File: src/rtl/tlul_host_adapter_if.sv
// TL-UL type package plus the core-side req/gnt/rvalid port bundle used by
// tlul_host_adapter. The package is kept in this file so both the interface
// and the adapter see the same bus types.
package tlul_pkg;

  localparam int TL_AW  = 32;
  localparam int TL_DW  = 32;
  localparam int TL_AIW = 8;
  localparam int TL_DBW = 4;
  localparam int TL_SZW = 2;
  localparam int TL_AUW = 16;
  localparam int TL_DUW = 16;

  // A-channel opcodes
  localparam logic [2:0] PutFullData    = 3'h0;
  localparam logic [2:0] PutPartialData = 3'h1;
  localparam logic [2:0] Get            = 3'h4;
  // D-channel opcodes
  localparam logic [2:0] AccessAck      = 3'h0;
  localparam logic [2:0] AccessAckData  = 3'h1;

  typedef struct packed {
    logic              a_valid;
    logic [2:0]        a_opcode;
    logic [2:0]        a_param;
    logic [TL_SZW-1:0] a_size;
    logic [TL_AIW-1:0] a_source;
    logic [TL_AW-1:0]  a_address;
    logic [TL_DBW-1:0] a_mask;
    logic [TL_DW-1:0]  a_data;
    logic [TL_AUW-1:0] a_user;
    logic              d_ready;
  } tl_h2d_t;

  typedef struct packed {
    logic              d_valid;
    logic [2:0]        d_opcode;
    logic [2:0]        d_param;
    logic [TL_SZW-1:0] d_size;
    logic [TL_AIW-1:0] d_source;
    logic              d_sink;
    logic [TL_DW-1:0]  d_data;
    logic [TL_DUW-1:0] d_user;
    logic              d_error;
    logic              a_ready;
  } tl_d2h_t;

endpackage

// Core-side memory port: request fields in, grant and one response per grant out.
interface tlul_host_adapter_if;
  logic        req_i;
  logic        gnt_o;
  logic        we_i;
  logic [3:0]  be_i;
  logic [31:0] addr_i;
  logic [31:0] wdata_i;
  logic        rvalid_o;
  logic [31:0] rdata_o;
  logic        err_o;
  logic        unexp_o;

  // fetch unit / LSU / DMA side
  modport master (
    output req_i, we_i, be_i, addr_i, wdata_i,
    input  gnt_o, rvalid_o, rdata_o, err_o, unexp_o
  );

  // adapter side
  modport slave (
    input  req_i, we_i, be_i, addr_i, wdata_i,
    output gnt_o, rvalid_o, rdata_o, err_o, unexp_o
  );
endinterface

File: src/rtl/tlul_host_adapter.sv
// TL-UL host adapter: converts a core req/gnt/rvalid port into TL-UL A-channel
// requests, tracks up to MaxOutstanding in-order transactions with rolling
// source IDs, and returns read data / error status one cycle after each D beat.
// Optional build macro TLUL_HOST_ALIGN_CHECK_EN: misaligned requests are not
// issued on the bus but answered locally with an error response.
module tlul_host_adapter
  import tlul_pkg::*;
#(
  parameter int MaxOutstanding = 2,
  parameter int SrcW           = 8
) (
  input  logic                 clock,
  input  logic                 reset,
  tlul_host_adapter_if.slave   core,
  output tl_h2d_t              tl_h_o,
  input  tl_d2h_t              tl_h_i
);

  localparam int IdW  = (MaxOutstanding > 1) ? $clog2(MaxOutstanding) : 1;
  localparam int CntW = $clog2(MaxOutstanding + 1);
  localparam int AIW  = TL_AIW;
  localparam logic [IdW-1:0]  IdLast = IdW'(MaxOutstanding - 1);
  localparam logic [CntW-1:0] CntMax = CntW'(MaxOutstanding);

  logic [CntW-1:0]           outst;
  logic [IdW-1:0]            a_src;
  logic [IdW-1:0]            d_src;
  logic [MaxOutstanding-1:0] pend_we;   // write flag per in-flight source slot
  logic                      loc_err_pend;
  logic                      misal;
  logic                      loc_gnt;
  logic                      a_valid;
  logic                      bus_gnt;
  logic                      d_acc;
  logic                      d_unexp;
  logic                      src_mm;
  logic                      op_mm;
  logic [2:0]                a_opcode;
  logic [SrcW-1:0]           a_src_w;
  logic [SrcW-1:0]           d_src_w;
  logic                      rvalid_q;
  logic [31:0]               rdata_q;
  logic                      err_q;
  logic                      unexp_q;
  logic                      unused_ok;

`ifdef TLUL_HOST_ALIGN_CHECK_EN
  // Misaligned requests wait for an empty pipe, then get a local error reply.
  assign misal   = core.addr_i[1:0] != 2'b00;
  assign loc_gnt = reset & core.req_i & misal & (outst == '0) & ~loc_err_pend;

  // One-cycle marker between the local grant and its error response.
  always_ff @(posedge clock) begin
    if (!reset) loc_err_pend <= 1'b0;
    else        loc_err_pend <= loc_gnt;
  end
`else
  assign misal        = 1'b0;
  assign loc_gnt      = 1'b0;
  assign loc_err_pend = 1'b0;
`endif

  // Request is offered while there is room; reset holds it off.
  assign a_valid = reset & core.req_i & (outst < CntMax) & ~loc_err_pend & ~misal;
  assign bus_gnt = a_valid & tl_h_i.a_ready;
  assign d_acc   = tl_h_i.d_valid & (outst != '0);
  assign d_unexp = tl_h_i.d_valid & (outst == '0);

  assign a_opcode = !core.we_i           ? Get :
                    (core.be_i == 4'hF)  ? PutFullData : PutPartialData;

  assign a_src_w = SrcW'(a_src);
  assign d_src_w = SrcW'(d_src);

  // Responses must come back in issue order, with the opcode matching the request.
  assign src_mm = tl_h_i.d_source != AIW'(d_src_w);
  assign op_mm  = pend_we[d_src] ? (tl_h_i.d_opcode != AccessAck)
                                 : (tl_h_i.d_opcode != AccessAckData);

  // Drive the A channel straight from the core request; D is always accepted.
  always_comb begin
    tl_h_o           = '0;
    tl_h_o.a_valid   = a_valid;
    tl_h_o.a_opcode  = a_opcode;
    tl_h_o.a_param   = 3'd0;
    tl_h_o.a_size    = 2'd2;
    tl_h_o.a_source  = AIW'(a_src_w);
    tl_h_o.a_address = {core.addr_i[31:2], 2'b00};
    tl_h_o.a_mask    = core.we_i ? core.be_i : 4'hF;
    tl_h_o.a_data    = core.wdata_i;
    tl_h_o.a_user    = '0;
    tl_h_o.d_ready   = 1'b1;
  end

  // Occupancy count and rolling A/D source IDs.
  always_ff @(posedge clock) begin
    if (!reset) begin
      outst <= '0;
      a_src <= '0;
      d_src <= '0;
    end else begin
      if (bus_gnt) a_src <= (a_src == IdLast) ? '0 : a_src + 1'b1;
      if (d_acc)   d_src <= (d_src == IdLast) ? '0 : d_src + 1'b1;
      if (bus_gnt && !d_acc)      outst <= outst + 1'b1;
      else if (!bus_gnt && d_acc) outst <= outst - 1'b1;
    end
  end

  // Remember read/write per source slot to validate the D opcode.
  always_ff @(posedge clock) begin
    if (!reset)       pend_we <= '0;
    else if (bus_gnt) pend_we[a_src] <= core.we_i;
  end

  // Register the core response one cycle after the D beat or local error.
  always_ff @(posedge clock) begin
    if (!reset) begin
      rvalid_q <= 1'b0;
      rdata_q  <= '0;
      err_q    <= 1'b0;
      unexp_q  <= 1'b0;
    end else begin
      rvalid_q <= d_acc | loc_gnt;
      unexp_q  <= d_unexp;
      if (d_acc) begin
        rdata_q <= (tl_h_i.d_opcode == AccessAckData) ? tl_h_i.d_data : 32'h0;
        err_q   <= tl_h_i.d_error | src_mm | op_mm;
      end else if (loc_gnt) begin
        rdata_q <= 32'h0;
        err_q   <= 1'b1;
      end
    end
  end

  assign core.gnt_o    = bus_gnt | loc_gnt;
  assign core.rvalid_o = rvalid_q;
  assign core.rdata_o  = rdata_q;
  assign core.err_o    = err_q;
  assign core.unexp_o  = unexp_q;

  // D-channel fields this host has no use for.
  assign unused_ok = ^{tl_h_i.d_param, tl_h_i.d_size, tl_h_i.d_sink,
                       tl_h_i.d_user, core.addr_i[1:0]};

endmodule
File: src/flat_wrapper.sv
// flat-port wrapper written by rule: the top's interface ports become plain ports
module tlul_host_adapter_flat import tlul_pkg::*;
#(
  parameter int MaxOutstanding = 2,
  parameter int SrcW           = 8
)
  (clock, reset, tl_h_o, tl_h_i, core_req_i, core_we_i, core_be_i, core_addr_i, core_wdata_i, core_gnt_o, core_rvalid_o, core_rdata_o, core_err_o, core_unexp_o);
  tlul_host_adapter_if core_i ();
  input  logic clock;
  input  logic reset;
  output tl_h2d_t tl_h_o;
  input  tl_d2h_t tl_h_i;
  input wire logic [$bits(core_i.req_i)-1:0] core_req_i;
  input wire logic [$bits(core_i.we_i)-1:0] core_we_i;
  input wire logic [$bits(core_i.be_i)-1:0] core_be_i;
  input wire logic [$bits(core_i.addr_i)-1:0] core_addr_i;
  input wire logic [$bits(core_i.wdata_i)-1:0] core_wdata_i;
  output wire logic [$bits(core_i.gnt_o)-1:0] core_gnt_o;
  output wire logic [$bits(core_i.rvalid_o)-1:0] core_rvalid_o;
  output wire logic [$bits(core_i.rdata_o)-1:0] core_rdata_o;
  output wire logic [$bits(core_i.err_o)-1:0] core_err_o;
  output wire logic [$bits(core_i.unexp_o)-1:0] core_unexp_o;
  assign core_i.req_i = core_req_i;
  assign core_i.we_i = core_we_i;
  assign core_i.be_i = core_be_i;
  assign core_i.addr_i = core_addr_i;
  assign core_i.wdata_i = core_wdata_i;
  assign core_gnt_o = core_i.gnt_o;
  assign core_rvalid_o = core_i.rvalid_o;
  assign core_rdata_o = core_i.rdata_o;
  assign core_err_o = core_i.err_o;
  assign core_unexp_o = core_i.unexp_o;
  tlul_host_adapter #(.MaxOutstanding(MaxOutstanding), .SrcW(SrcW)) u_core (.clock(clock), .reset(reset), .core(core_i), .tl_h_o(tl_h_o), .tl_h_i(tl_h_i));
endmodule
File: config.mk
export PLATFORM = sky130hd
export DESIGN_NAME = tlul_host_adapter_flat
export DESIGN_NICKNAME = d
export VERILOG_FILES = /design/src/rtl/tlul_host_adapter_if.sv /design/src/rtl/tlul_host_adapter.sv /design/src/flat_wrapper.sv
export SDC_FILE = /design/constraint.sdc
export NUM_CORES = 1
export LEC_CHECK = 0
export ABC_AREA = 1
export CORE_AREA = 2 2 106 108
export CTS_BUF_LIST = sky130_fd_sc_hd__clkbuf_16
export DETAILED_ROUTE_END_ITERATION = 8
export DIE_AREA = 0 0 108 110
export DONT_BUFFER_PORTS = 1
export GPL_TIMING_DRIVEN = 0
export PLACE_DENSITY = 0.46
export SYNTH_ARGS = -nofsm -noshare
export SYNTH_HDL_FRONTEND = slang
export SYNTH_SLANG_ARGS = --single-unit
File: constraint.sdc
create_clock -name clock -period 1.62 [get_ports clock]
set_input_delay 0.324 -clock clock [delete_from_list [all_inputs] [get_ports clock]]
set_output_delay 0.324 -clock clock [all_outputs]
set_load 0.005 [all_outputs]
==> impl_metrics.prom <==
# TYPE chip_impl_metric gauge
chip_impl_metric{name="routed_wirelength",unit="µm"} 5850
chip_impl_metric{name="mappedNetlistArea",unit="µm²"} 2570
chip_impl_metric{name="fin_crit",unit="ns"} 1.44
chip_impl_metric{name="grt_antenna_before_repair",unit=""} 0
chip_impl_metric{name="finalSetupTns",unit="ns"} 0
chip_impl_metric{name="route.detailed.wl_per_inst",unit="µm"} 11.8
chip_impl_metric{name="numPortBuffers",unit=""} 0
chip_impl_metric{name="die-height",unit="µm"} 110
chip_impl_metric{name="synth_seq_area_share",unit=""} 0.319
chip_impl_metric{name="max_freq",unit="GHz"} 0.693
chip_impl_info{name="hold-path-endpoint",value="u_core.core.unexp_o"} 1
chip_impl_info{name="main_combinational_cell_family_by_area_after_synthesis",value="buffers and inverters"} 1
chip_impl_info{name="hp-start",value="tl_h_i[67]"} 1
chip_impl_metric{name="placed_area",unit="µm²"} 2860
chip_impl_metric{name="critical_path_peak_fanout",unit=""} 19
chip_impl_metric{name="ys_seq_elements",unit=""} 41
chip_impl_info{name="layout.cells.most_common_list",value="buf_4, nand2_1, dfxtp_1, conb_1, a21oi_2"} 1
chip_impl_metric{name="vdd_drop_max",unit="mV"} 0.499
chip_impl_metric{name="drc",unit=""} 0
chip_impl_metric{name="synth_adder_area_share",unit=""} 0.00486
chip_impl_metric{name="yosys_warnings",unit=""} 0
chip_impl_metric{name="max_cap_violations",unit=""} 0
chip_impl_metric{name="place.detailed.hpwl",unit="µm"} 4650
chip_impl_metric{name="insertion_delay",unit="ns"} 0.29
chip_impl_metric{name="diodes",unit=""} 0
chip_impl_info{name="run_status",value="completed"} 1
chip_impl_metric{name="synth_simple_gate_area_share",unit=""} 0.199
chip_impl_metric{name="drtIter0Drc",unit=""} 52
chip_impl_metric{name="path_clk_slew",unit="ns"} 0.06
chip_impl_metric{name="hold-worst-slack",unit="ns"} 0.160
chip_impl_metric{name="gp_congestion",unit=""} 0.628
chip_impl_info{name="timing.critical_path.to_type",value="flop"} 1
chip_impl_metric{name="synth_compound_gate_area_share",unit=""} 0.131
chip_impl_metric{name="tritoncts_num_sinks",unit=""} 41
chip_impl_metric{name="regToRegSetupSlack",unit="ns"} 0.18
chip_impl_metric{name="hold_buffers_post_cts",unit=""} 0
chip_impl_metric{name="core_area",unit="µm²"} 10700
chip_impl_metric{name="floorplan.initialDensity",unit=""} 0.240
chip_impl_metric{name="fin_nets",unit=""} 495
chip_impl_metric{name="postSynthCellCount",unit=""} 317
chip_impl_metric{name="routed-via-count",unit=""} 1892
chip_impl_metric{name="dieWidth",unit="µm"} 108
chip_impl_metric{name="finClkSkew",unit="ns"} 0.00533
chip_impl_info{name="launching_element_of_the_worst_setup_path",value="u_core.outst[1]"} 1
chip_impl_metric{name="global_route.usage.total",unit=""} 0.0880
chip_impl_metric{name="pwr-share-clk",unit=""} 0.416
chip_impl_metric{name="drtAntennaViolNets",unit=""} 0
chip_impl_info{name="clock_tree.root_cell",value="clkbuf_16"} 1
chip_impl_metric{name="total_congestion_overflow_after_global_routing",unit=""} 0
chip_impl_metric{name="num_rows",unit=""} 38
chip_impl_metric{name="report.final.slew_viol_count",unit=""} 0
chip_impl_info{name="cts_tree",value="yes"} 1
chip_impl_metric{name="first_pass_grt_wire_length",unit="µm"} 7880
chip_impl_metric{name="min_delay_path_depth",unit=""} 2
chip_impl_info{name="worst_hold_path_type",value="in2reg"} 1
chip_impl_metric{name="drtPass1Iterations",unit=""} 4
chip_impl_metric{name="switching_share_of_power",unit=""} 0.263
chip_impl_metric{name="postSynthAreaPerCell",unit="µm²"} 8.12
chip_impl_info{name="path_class",value="reg2reg"} 1
chip_impl_info{name="mostFrequentLayoutCell",value="buf_4"} 1
chip_impl_info{name="worst_r2r_startpoint",value="u_core.outst[1]"} 1
chip_impl_metric{name="synth.distinct_cells",unit=""} 24
chip_impl_metric{name="timing.reg2reg.worst_path_depth",unit=""} 9
chip_impl_metric{name="vias_per_cell",unit=""} 3.82
chip_impl_metric{name="cellLeakagePower",unit="nW"} 1.33
chip_impl_metric{name="share_seq_of_total_power",unit=""} 0.396
chip_impl_metric{name="power.share.combinational",unit=""} 0.188
chip_impl_metric{name="timing.final.setup_violations",unit=""} 0
chip_impl_metric{name="critical_path_cell_count",unit=""} 9
chip_impl_metric{name="grt_max_degree",unit=""} 20
chip_impl_metric{name="synth_xor_area_frac",unit=""} 0
chip_impl_info{name="rsz0062_at_grt",value="false"} 1
chip_impl_metric{name="design.die.area",unit="µm²"} 11900
chip_impl_info{name="rr_endpoint",value="u_core.outst[1]"} 1
chip_impl_metric{name="worst-endpoint-required",unit="ns"} 1.79
chip_impl_metric{name="post-route-util",unit=""} 0.283
chip_impl_metric{name="final_min_period_over_clock_period",unit=""} 0.891
chip_impl_metric{name="total_switching_power",unit="mW"} 0.725
chip_impl_info{name="crit_chain",value="inv_2 -> nand2_2 -> nand2_4 -> buf_12 -> ha_1 -> inv_1 -> nand3_1 -> o21ai_1 -> a21oi_1"} 1
chip_impl_metric{name="number_of_cts_inserted_buffers",unit=""} 5
chip_impl_metric{name="fin_total_pwr",unit="mW"} 2.75
chip_impl_metric{name="first_global_vias",unit=""} 1626
chip_impl_metric{name="power_density",unit="nW/µm²"} 908
chip_impl_metric{name="layout-area-overhead-vs-synth",unit="%"} 17.8
chip_impl_metric{name="timing.critical_path.slowest_cell_delay",unit="ns"} 0.32
chip_impl_metric{name="clock_path_buffers",unit=""} 2
chip_impl_metric{name="io_pins",unit=""} 278
chip_impl_metric{name="worstPathArrival",unit="ns"} 1.62
chip_impl_metric{name="worstPathBufferInverterCount",unit=""} 3
chip_impl_metric{name="final_hold_viol_count",unit=""} 0
chip_impl_metric{name="internal_power",unit="mW"} 2.03
chip_impl_metric{name="post_route_cells_drive_above_1_share",unit=""} 0.496
chip_impl_metric{name="multiplexer_share_of_the_synthesized_area",unit=""} 0
chip_impl_info{name="startpoint_type",value="flop"} 1
chip_impl_info{name="critPathTopFamily",value="buffers and inverters"} 1
chip_impl_info{name="timing.critical_path.slowest_stage_cell",value="dfxtp_2"} 1
chip_impl_metric{name="design_area",unit="µm²"} 3030
chip_impl_metric{name="ctsHtreeMaxLevel",unit=""} 2
==> synthesized netlist by cell type <==
cell      count  area, µm²
buf_6         2       22.5
conb_1        2       7.51
a21oi_2      30        263
nand2_4       1       11.3
nor2_8        1       20.0
buf_4        98        736
a21oi_1       6       30.0
nand2_1      56        210
a41oi_1       1       8.76
buf_8         1       15.0
nand3b_1      1       7.51
dfxtp_1      41        821
ha_1          1       12.5
nor2_1       17       63.8
nand3_1       3       15.0
nand4_1       1       6.26
inv_2         2       7.51
o21ai_0       7       35.0
or2_2         4       25.0
buf_2         4       20.0
nor3_1        2       10.0
inv_1        11       41.3
buf_12        2       40.0
nand2_2      23        144
==> power by group through the flow <==
| stage | clock network [mW] | registers (mW) | logic [mW] |
|---|---|---|---|
| 6_report | 1.14 | 1.09 | 0.518 |
| 5_1_grt | 1.22 | 1.10 | 0.580 |
| 3_5_place_dp | 0 | 1.11 | 0.525 |
| 2_1_floorplan | 0 | 1.10 | 0.448 |
| 4_1_cts | 1.18 | 1.09 | 0.512 |
| 3_3_place_gp | 0 | 1.11 | 0.523 |
==> cell type report <==
type | instances | area [µm²]
fillers | 1147 | 7670
multi-input cells | 186 | 982
plain buffers | 106 | 831
flip-flops and latches | 41 | 823
well taps | 140 | 175
clock buffers | 5 | 125
inverters | 13 | 48.8
clock inverters | 3 | 37.5
repair buffers | 1 | 7.51
==> cells by family after synthesis <==
| family | count (synthesis) |
|---|---|
| AO/OA/AOI/OAI | 44 |
| adder cells (fa/ha/maj) | 1 |
| other | 2 |
| AND/OR/NAND/NOR | 109 |
| buffers and inverters | 120 |
| flip-flops | 41 |
==> repair_timing <==
| item | CTS | global route |
|---|---|---|
| setup endpoints to repair | 1 | 1 |
| buffers inserted | 0 | 1 |
| gates resized for setup | 2 | 3 |
| pin swaps | 0 | 1 |
==> worst max-delay path by stage <==
stage,end
after global placement,u_core.outst[1]
after CTS,u_core.outst[1]
after floorplan,u_core.outst[1]
final,u_core.outst[1]
after global routing,u_core.outst[1]
after detailed placement,u_core.outst[1]
==> layer usage <==
layer  vias to the layer above  track usage  share of wire  routed length (µm)
li1                        932            -              -                   -
met3                         7       0.0376           0.12                 719
met5                         -            0              0                   0
met2                       139        0.152           0.49                2870
met4                         0       0.0330          0.013                  75
met1                       814       0.0965           0.37                2180
==> state kept, by name, indices dropped and copies added, names as in the netlist <==
name	flops
u_core.core.rdata_o	32
u_core.outst	2
u_core.pend_we	2
u_core.a_src	1
u_core.core.err_o	1
u_core.core.rvalid_o	1
u_core.core.unexp_o	1
u_core.d_src	1
==> metrics by stage <==
stage	std cells	worst slack, ns
after floorplan	347	0.110
after global placement	487	-0.00387
after detailed placement	487	-0.0268
after CTS	494	0.0346
after global routing	495	0.00768
final	495	0.177
Note: power is estimated with default switching activity, not from simulation.
